### src/rtl/mem_master_pkg.sv
// Shared types and constants for the core-to-AXI-lite memory master.
// The latched request is sized for the default 64-bit bus.
package mem_master_pkg;

  localparam int MM_ADDR_W = 64;
  localparam int MM_DATA_W = 64;
  localparam int MM_STRB_W = MM_DATA_W / 8;

  localparam logic [1:0] RESP_OKAY   = 2'b00;
  localparam logic [1:0] RESP_SLVERR = 2'b10;
  localparam logic [1:0] RESP_DECERR = 2'b11;

  typedef enum logic [2:0] {
    ST_IDLE,
    ST_WRITE,
    ST_WRESP,
    ST_RADDR,
    ST_RDATA,
    ST_DONE
  } state_t;

  typedef struct packed {
    logic [MM_ADDR_W-1:0] addr;
    logic [MM_DATA_W-1:0] wdata;
    logic [MM_STRB_W-1:0] mask;
    logic                 is_write;
  } mem_req_t;

  // EXOKAY (2'b01) has no meaning on AXI-lite, so anything but OKAY is an error.
  function automatic logic resp_is_err(input logic [1:0] resp);
    return resp != RESP_OKAY;
  endfunction

endpackage

### src/rtl/axi_lite_wr_tracker.sv
// Tracks completion of the AW and W handshakes of one AXI-lite write.
// both_done includes handshakes happening in the current cycle.
module axi_lite_wr_tracker (
  input  logic clk,
  input  logic rst,
  input  logic i_clear,
  input  logic i_aw_hs,
  input  logic i_w_hs,
  output logic o_aw_done,
  output logic o_w_done,
  output logic o_both_done
);

  logic r_aw_done;
  logic r_w_done;

  always_ff @(posedge clk or posedge rst) begin
    if (rst) begin
      r_aw_done <= 1'b0;
      r_w_done  <= 1'b0;
    end else if (i_clear) begin
      r_aw_done <= 1'b0;
      r_w_done  <= 1'b0;
    end else begin
      if (i_aw_hs) r_aw_done <= 1'b1;
      if (i_w_hs)  r_w_done  <= 1'b1;
    end
  end

  assign o_aw_done   = r_aw_done;
  assign o_w_done    = r_w_done;
  assign o_both_done = (r_aw_done | i_aw_hs) & (r_w_done | i_w_hs);

endmodule

### src/rtl/axi_lite_mem_master.sv
// Turns each core load/store into exactly one AXI-lite transaction,
// one outstanding at a time, with registered response capture.
//
// state    | meaning
// IDLE     | waiting for ren_i/wen_i; only state that samples the request
// WRITE    | AW and W offered, each dropped after its own handshake
// WRESP    | bready high, waiting for the write response
// RADDR    | AR offered
// RDATA    | rready high, waiting for read data
// DONE     | one-cycle valid_o/err_o pulse back to the core
module axi_lite_mem_master
  import mem_master_pkg::*;
#(
  parameter int DATA_WIDTH = 64,
  parameter int ADDR_WIDTH = 64,
  parameter int STRB_WIDTH = DATA_WIDTH / 8
) (
  input  logic                  clk,
  input  logic                  rst,
  input  logic [ADDR_WIDTH-1:0] address_i,
  input  logic [DATA_WIDTH-1:0] wdata_i,
  input  logic [STRB_WIDTH-1:0] mask_i,
  input  logic                  ren_i,
  input  logic                  wen_i,
  output logic [DATA_WIDTH-1:0] rdata_o,
  output logic                  valid_o,
  output logic                  err_o,
  output logic                  busy_o,
  output logic [ADDR_WIDTH-1:0] awaddr,
  output logic                  awvalid,
  input  logic                  awready,
  output logic [DATA_WIDTH-1:0] wdata,
  output logic [STRB_WIDTH-1:0] wstrb,
  output logic                  wvalid,
  input  logic                  wready,
  input  logic [1:0]            bresp,
  input  logic                  bvalid,
  output logic                  bready,
  output logic [ADDR_WIDTH-1:0] araddr,
  output logic                  arvalid,
  input  logic                  arready,
  input  logic [DATA_WIDTH-1:0] rdata,
  input  logic [1:0]            rresp,
  input  logic                  rvalid,
  output logic                  rready
);

  state_t                r_state;
  state_t                w_state_nxt;
  mem_req_t              r_req;
  mem_req_t              w_req_nxt;
  logic                  r_conflict, w_conflict_nxt;
  logic                  r_err, w_err_nxt;
  logic [DATA_WIDTH-1:0] r_rdata, w_rdata_nxt;
  logic                  r_awvalid, w_awvalid_nxt;
  logic                  r_wvalid, w_wvalid_nxt;
  logic                  r_bready, w_bready_nxt;
  logic                  r_arvalid, w_arvalid_nxt;
  logic                  r_rready, w_rready_nxt;

  logic w_aw_hs;
  logic w_w_hs;
  logic w_aw_done;
  logic w_w_done;
  logic w_both_done;
  logic w_clear;

  assign w_aw_hs = r_awvalid & awready;
  assign w_w_hs  = r_wvalid & wready;
  assign w_clear = (r_state == ST_IDLE);

  axi_lite_wr_tracker u_wr_tracker (
    .clk         (clk),
    .rst         (rst),
    .i_clear     (w_clear),
    .i_aw_hs     (w_aw_hs),
    .i_w_hs      (w_w_hs),
    .o_aw_done   (w_aw_done),
    .o_w_done    (w_w_done),
    .o_both_done (w_both_done)
  );

  always_ff @(posedge clk or posedge rst) begin
    if (rst) r_state <= ST_IDLE;
    else     r_state <= w_state_nxt;
  end

  always_comb begin
    w_state_nxt    = r_state;
    w_req_nxt      = r_req;
    w_conflict_nxt = r_conflict;
    w_err_nxt      = r_err;
    w_rdata_nxt    = r_rdata;
    w_awvalid_nxt  = r_awvalid;
    w_wvalid_nxt   = r_wvalid;
    w_bready_nxt   = r_bready;
    w_arvalid_nxt  = r_arvalid;
    w_rready_nxt   = r_rready;

    case (r_state)
      ST_IDLE: begin
        if (wen_i) begin
          w_req_nxt.addr     = MM_ADDR_W'(address_i);
          w_req_nxt.wdata    = MM_DATA_W'(wdata_i);
          w_req_nxt.mask     = MM_STRB_W'(mask_i);
          w_req_nxt.is_write = 1'b1;
          w_conflict_nxt     = ren_i;
          w_err_nxt          = 1'b0;
          w_awvalid_nxt      = 1'b1;
          w_wvalid_nxt       = 1'b1;
          w_state_nxt        = ST_WRITE;
        end else if (ren_i) begin
          w_req_nxt.addr     = MM_ADDR_W'(address_i);
          w_req_nxt.wdata    = '0;
          w_req_nxt.mask     = '0;
          w_req_nxt.is_write = 1'b0;
          w_conflict_nxt     = 1'b0;
          w_err_nxt          = 1'b0;
          w_arvalid_nxt      = 1'b1;
          w_state_nxt        = ST_RADDR;
        end
      end
      ST_WRITE: begin
        w_awvalid_nxt = !(w_aw_done || w_aw_hs);
        w_wvalid_nxt  = !(w_w_done || w_w_hs);
        if (w_both_done) begin
          w_bready_nxt = 1'b1;
          w_state_nxt  = ST_WRESP;
        end
      end
      ST_WRESP: begin
        if (bvalid && r_bready) begin
          w_err_nxt    = resp_is_err(bresp) | r_conflict;
          w_bready_nxt = 1'b0;
          w_state_nxt  = ST_DONE;
        end
      end
      ST_RADDR: begin
        if (r_arvalid && arready) begin
          w_arvalid_nxt = 1'b0;
          w_rready_nxt  = 1'b1;
          w_state_nxt   = ST_RDATA;
        end
      end
      ST_RDATA: begin
        if (rvalid && r_rready) begin
          w_rdata_nxt  = rdata;
          w_err_nxt    = resp_is_err(rresp);
          w_rready_nxt = 1'b0;
          w_state_nxt  = ST_DONE;
        end
      end
      ST_DONE: begin
        w_state_nxt = ST_IDLE;
      end
      default: begin
        w_state_nxt = ST_IDLE;
      end
    endcase
  end

  // All AXI valids/readies are flops, so no ready can reach a valid combinationally.
  always_ff @(posedge clk or posedge rst) begin
    if (rst) begin
      r_req      <= '0;
      r_conflict <= 1'b0;
      r_err      <= 1'b0;
      r_rdata    <= '0;
      r_awvalid  <= 1'b0;
      r_wvalid   <= 1'b0;
      r_bready   <= 1'b0;
      r_arvalid  <= 1'b0;
      r_rready   <= 1'b0;
    end else begin
      r_req      <= w_req_nxt;
      r_conflict <= w_conflict_nxt;
      r_err      <= w_err_nxt;
      r_rdata    <= w_rdata_nxt;
      r_awvalid  <= w_awvalid_nxt;
      r_wvalid   <= w_wvalid_nxt;
      r_bready   <= w_bready_nxt;
      r_arvalid  <= w_arvalid_nxt;
      r_rready   <= w_rready_nxt;
    end
  end

  // Address buses stay quiet on the channel the current request does not use.
  assign awaddr  = r_req.is_write ? r_req.addr[ADDR_WIDTH-1:0] : '0;
  assign araddr  = r_req.is_write ? '0 : r_req.addr[ADDR_WIDTH-1:0];
  assign wdata   = r_req.wdata[DATA_WIDTH-1:0];
  assign wstrb   = r_req.mask[STRB_WIDTH-1:0];
  assign awvalid = r_awvalid;
  assign wvalid  = r_wvalid;
  assign bready  = r_bready;
  assign arvalid = r_arvalid;
  assign rready  = r_rready;

  assign rdata_o = r_rdata;
  assign valid_o = (r_state == ST_DONE);
  assign err_o   = (r_state == ST_DONE) & r_err;
  assign busy_o  = (r_state != ST_IDLE);

endmodule

### config.mk
export PLATFORM = sky130hd
export DESIGN_NAME = axi_lite_mem_master
export DESIGN_NICKNAME = d
export VERILOG_FILES = /design/src/rtl/mem_master_pkg.sv /design/src/rtl/axi_lite_wr_tracker.sv /design/src/rtl/axi_lite_mem_master.sv
export SDC_FILE = /design/constraint.sdc
export NUM_CORES = 1
export LEC_CHECK = 0
export ABC_CLOCK_PERIOD_IN_PS = 12250
export BUFFER_PORTS_ARGS = -buffer_cell sky130_fd_sc_hd__buf_2
export CAP_MARGIN = 40
export CELL_PAD_IN_SITES_DETAIL_PLACEMENT = 1
export CELL_PAD_IN_SITES_GLOBAL_PLACEMENT = 2
export CORE_AREA = 2 2 186 188
export CTS_CLUSTER_DIAMETER = 120
export DETAILED_ROUTE_END_ITERATION = 8
export DIE_AREA = 0 0 188 190
export PLACE_DENSITY = 0.82
export SLEW_MARGIN = 5
export SYNTH_ARGS = -nofsm -noshare
export SYNTH_HDL_FRONTEND = slang
export SYNTH_HIERARCHICAL = 1
export SYNTH_SLANG_ARGS = --single-unit
### constraint.sdc
create_clock -name clk -period 12.25 [get_ports clk]
set_input_delay 0 -clock clk [delete_from_list [all_inputs] [get_ports clk]]
set_output_delay 0 -clock clk [all_outputs]
set_load 0.02 [all_outputs]
# --- Word-level counts from Yosys, hierarchy flattened ---
# Index checks and enable logic that the tools add are counted.
word_totals:
  ff_bits: 213
  inputBits: 213
  output_inout_bits: 272
op_classes:
  eq_ne: 13
  n_mux: 34
  bitwise: 7
  reduce_logical: 27
op_table:
  columns: ["op", "n"]
  rows:
  - ["two-way mux 137 bit", 2]
  - ["two-way mux 64 bit", 2]
  - ["two-way mux 3 bit", 6]
  - ["nonzero test 2 bit", 9]
  - ["two-way mux 1 bit", 17]
  - ["one-hot mux 3 bit (5 select lines)", 1]
  - ["!= test 2 bit (second input constant)", 6]
  - ["one-hot mux 1 bit (2 select lines)", 5]
  - ["AND reduction 4 bit", 2]
  - ["equality test 3 x 2 -> 1 bit (second input constant)", 2]
  - ["equality test 3 bit (second input constant)", 2]
  - ["AND reduction 2 bit", 3]
  - ["AND reduction 3 bit", 2]
  - ["nonzero test 3 bit", 2]
  - ["AND reduction 5 bit", 1]
  - ["bitwise AND 1 bit", 4]
  - ["equality test 3 x 1 -> 1 bit (second input constant)", 1]
  - ["logical AND 1 bit", 3]
  - ["zero test 3 bit", 1]
  - ["!= test 3 bit (second input constant)", 1]
  - ["OR 1 bit", 3]
  - ["one-hot mux 1 bit (3 select lines)", 1]
  - ["zero test 1 bit", 2]
  - ["logical OR 1 bit", 2]
  - ["!= test 2 x 1 -> 1 bit (second input constant)", 1]

# --- Longest topological paths before layout ---
depth:
  depth_word: 5
  ltp_mapped: 6
  ltp_nobuf: 5

# --- Hierarchy ---
# The synthesis kept the hierarchy.
modules_own_cells:
  columns: ["module", "instances", "cells_each", "area_per_inst_um2", "seq_area_each_um2"]
  rows:
  - ["axi_lite_mem_master", 1, 717, 9344.0, 5280.1]
  - ["axi_lite_wr_tracker", 1, 6, 82.6, 50.0]

# --- Least setup slack after synthesis ---
# OpenSTA, ideal clock, no wires.
synth_path:
  kind: "register to register"
  start: "register r_state[2]"
  end: "register r_rdata[0] (netlist: rdata_o[0])"
  setup_time_ns: 0.125
  arrival_ns: 1.428
  required_ns: 12.125
  setup_slack_ns: 10.697
  stages_incl_launch_ff: 7
  path_cell_list: "dfrtp_1 -> buf_4 -> nand4b_1 -> nor2_1 -> buf_4 -> buf_6 -> mux2_2"
synth_via:
  elab_chain_cells: 2
synth_rtl:
  columns: ["item", "line", "source"]
  rows:
  - ["start, declared", "axi_lite_mem_master.sv:48", "state_t r_state;"]
  - ["start signal, assigned", "axi_lite_mem_master.sv:85", "else r_state <= w_state_nxt;"]
  - ["equality test 3 bit", "axi_lite_mem_master.sv:100", "case (r_state)"]
  - ["AND reduction 2 bit (no source line)", null, null]
  - ["end signal, assigned", "axi_lite_mem_master.sv:178", "r_rdata <= w_rdata_nxt;"]
  - ["end, declared", "axi_lite_mem_master.sv:54", "logic [DATA_WIDTH-1:0] r_rdata, w_rdata_nxt;"]
# Every way passes these cells.
# A chain may end at the register's enable or synchronous reset.

# --- Worst setup path after layout ---
layout_path:
  start: "register r_state[0]"
  end: "register r_conflict"
layout_via:
  elab_chain_cells: 2
layout_rtl:
  columns: ["item", "line", "source"]
  rows:
  - ["zero test 3 bit", null, null]
  - ["via w_clear", "axi_lite_mem_master.sv:66", "logic w_clear;"]
  - ["AND reduction 2 bit (no source line)", null, null]
  - ["end signal, assigned", "axi_lite_mem_master.sv:176", "r_conflict <= w_conflict_nxt;"]
  - ["end, declared", "axi_lite_mem_master.sv:52", "logic r_conflict, w_conflict_nxt;"]
# The timed path passes the listed nets, and every way through them passes these cells.

==> summary.txt <==
Clock tree
  • Root buf cell: clkbuf_16
  • Number of buffers created by CTS: 24
  • Setup Buffers After CTS: 0
  • Clock network latency to the later pin of the worst-skew pair: 0.52 ns
  • CTS tree: yes
  • CTS H-tree depth: 1
  • Resize count post-CTS: 0
  • Reg clk slew, reported paths: 0.06 ns
  • Clock sinks: 213
  • Longest Clk Path Bufs: 3

Detailed routing
  • Post-route ant nets: 0
  • DR DRC count: 0
  • Via/cell ratio: 4.43
  • Initial drt markers: 272
  • Drt total wl: 33500 um
  • Avg WL per Cell: 18.5 um
  • Via count: 8025
  • Drt first pass iters: 4

Floorplan
  • Die H: 190 um
  • Core Region: 33900 um2
  • Top-level I/O count: 485
  • Die W: 188 um
  • Total die area: 35700 um2
  • Initial Util: 27.8%
  • FP Rows: 68

GRT
  • Vias in the first global route: 9137
  • Grt ovf: 0
  • Total track usage: 18.2%
  • Largest net degree at the start of global routing: 110
  • Initial antenna violation count: 4
  • First-pass GRT wire length: 52100 um

Synthesis
  • Leading post-synthesis cells by cell area: dfrtp_1, mux2_2, a22o_1, buf_4, mux2_1
  • Syn nets: 936
  • Cell count after synthesis: 723
  • Synth cell types: 38
  • Area leader, netlist: dfrtp_1
  • Yosys warns: 6
  • Post-Syn Area: 9430 um2
  • Synth Area per Inst: 13.0 um2
  • Top-area cell type share of the netlist area: 56.5%
  • FF+latch count, synth: 213
  • Sequential share of the synthesized area: 56.5%

Worst hold path
  • Worst hold path class: in2reg

Placement
  • Gp weighted congestion: 0.803
  • Dpl cell area: 11700 um2
  • Port Buffer Count: 484
  • Setup WS pre-CTS: 9.97 ns
  • HPWL after DPL: 21300 um

STA
  • Final setup viols: 0
  • Max-slew headroom: 42.0%
  • Sum of negative setup slack: 0 ns
  • Achievable frequency: 420 MHz
  • Final Skew: 0.0114 ns
  • RSZ-0062 raised after global routing: no
  • Final period util: 19.4%
  • Hold Fails Final Rpt: 0
  • Final Max Slew Viols: 0
  • Setup WS post-layout: 9.87 ns
  • Crit path time final: 2.38 ns
  • Worst Tran Pin Value: 0.870 ns

Critical path
  • CP arrival: 2.83 ns
  • Max Fanout on Critical Path: 64
  • CP endpoint kind: register
  • Critical path class: reg2reg
  • Slowest CP cell: dfrtp_1
  • Critical-path cell list: nor3_4 -> o21ai_4 -> buf_4 -> o2bb2ai_1 -> dlygate4sd3_1
  • Worst EP required: 12.70 ns
  • Peak per-stage delay on the critical path: 0.70 ns
  • CP Launch Type: register

Layout
  • Area Overhead vs Synth: 55.0%
  • Share of cells above drive strength 1: 45.7%
  • Finished Cell Area: 14600 um2
  • Post-layout nets: 1548

Power
  • Peak VDD IR: 0.130 mV
  • Design Power: 3.89 mW
  • PwrDens: 266 nW/um2
  • Lkg Pwr: 7.45 nW

Status
  • Status: finished, final reports clean

Job
  • Max-Cap Viols: 0
==> final cells by class <==
cell class,count,area [um2]
clock buffers,36,707
diodes,4,10.0
clock inverters,7,62.6
well taps,455,569
fillers,3776,19300
flip-flops and latches,213,5330
repair buffers,705,4630
multi-input cells,384,3260
inverters,7,33.8
==> sequential cells by signal (all words and copies together) (netlist names) <==
register                flops
bready                      1
wdata                      64
r_err                       1
rdata_o                    64
wvalid                      1
r_state                     3
r_conflict                  1
u_wr_tracker/o_w_done       1
rready                      1
awvalid                     1
r_req                      65
wstrb                       8
arvalid                     1
u_wr_tracker/o_aw_done      1
==> layout by cell type (no fill, tap or decap), drive strengths merged, types with 2 or more instances in the layout <==
cell / n
a22o: 73
a31oi: 2
dfrtp: 213
nand4b: 2
clkbuf: 36
a21o: 2
o22a: 3
buf: 492
o21bai: 2
mux2: 128
clkinv: 5
o21ai: 3
diode: 4
inv: 7
dlygate4sd3: 213
o21ba: 2
nand3: 2
a21oi: 3
nor2: 7
nor2b: 67
and2: 68
o2bb2ai: 2
nand2: 5
==> cells by family after synthesis <==
group	share of synthesized area [%]
and+or+nand+nor	10.2
AOI/OAI and AO/OA	8.96
muxes	15.3
DFF	56.5
buffers and inverters	9.01
==> Yosys cell counts (all sizes together) <==
| master | instances |
|---|---|
| and2 | 68 |
| a221oi | 1 |
| nor2b | 67 |
| o21ba | 2 |
| o31ai | 1 |
| a21o | 2 |
| dfrtp | 213 |
| o2bb2ai | 2 |
| buf | 102 |
| mux2 | 128 |
| nor2 | 7 |
| nand4b | 2 |
| a22o | 73 |
| or3b | 1 |
| o21bai | 2 |
| o21ai | 3 |
| o311ai | 1 |
| a41oi | 1 |
| a2bb2oi | 1 |
| nand2 | 5 |
| o211ai | 1 |
| inv | 7 |
| a21oi | 3 |
| and3 | 1 |
| nand3 | 2 |
| clkbuf | 17 |
| a21boi | 1 |
| nor3 | 1 |
| a31oi | 2 |
| or2 | 1 |
| a211oi | 1 |
| or3 | 1 |
| o22a | 3 |
==> per-stage QoR <==
step	cells	hold slack, ns	utilization [%]
after global routing	1811	0.0544	43.0
after global placement	1550	-0.0954	34.4
after floorplan	723	-0.259	-
after CTS	1807	0.0110	43.0
final	1811	0.0313	43.0
after detailed placement	1551	-0.0862	34.5
==> worst max-delay path, delay by kind of cell, from the launching register on <==
| kind | cells | cell delay, ns |
|---|---|---|
| flip-flops | 1 | 0.70 |
| buffers and inverters | 2 | 1.19 |
| AND/OR/NAND/NOR | 1 | 0.15 |
| AO/OA/AOI/OAI | 2 | 0.27 |
==> what timing repair did <==
action,in CTS,in global routing
hold buffers,213,0
endpoints found under the setup margin,0,0
hold endpoints to repair,300,0
==> report_power, final <==
group          switching (mW)  internal [mW]
Sequential              0.240           1.03
Combinational            1.13          0.779
Clock                   0.293          0.418
Total                    1.66           2.23
==> layer usage <==
metal / share of wire, % / vias to the layer above / track usage, %
met5: 0 / - / 0
met3: 8.4 / 69 / 5.79
met2: 53 / 358 / 34.1
li1: - / 3651 / -
met4: 2.8 / 0 / 5.78
met1: 36 / 3947 / 19.4
==> final timing paths <==
kind | startpoint | to | slack [ns] | cells after the start
max in group asynchronous | rst | r_req[99] | 10.94 | 4
max reg2reg | r_state[0] | r_conflict | 9.87 | 5
min in group asynchronous | rst | wstrb[1] | 0.11 | 3
max | r_state[0] | r_conflict | 9.87 | 5
min reg2reg | wdata[15] | wdata[15] | 0.50 | 1
min | rvalid | r_err | 0.03 | 4
Note: power is estimated with default switching activity, not from simulation.
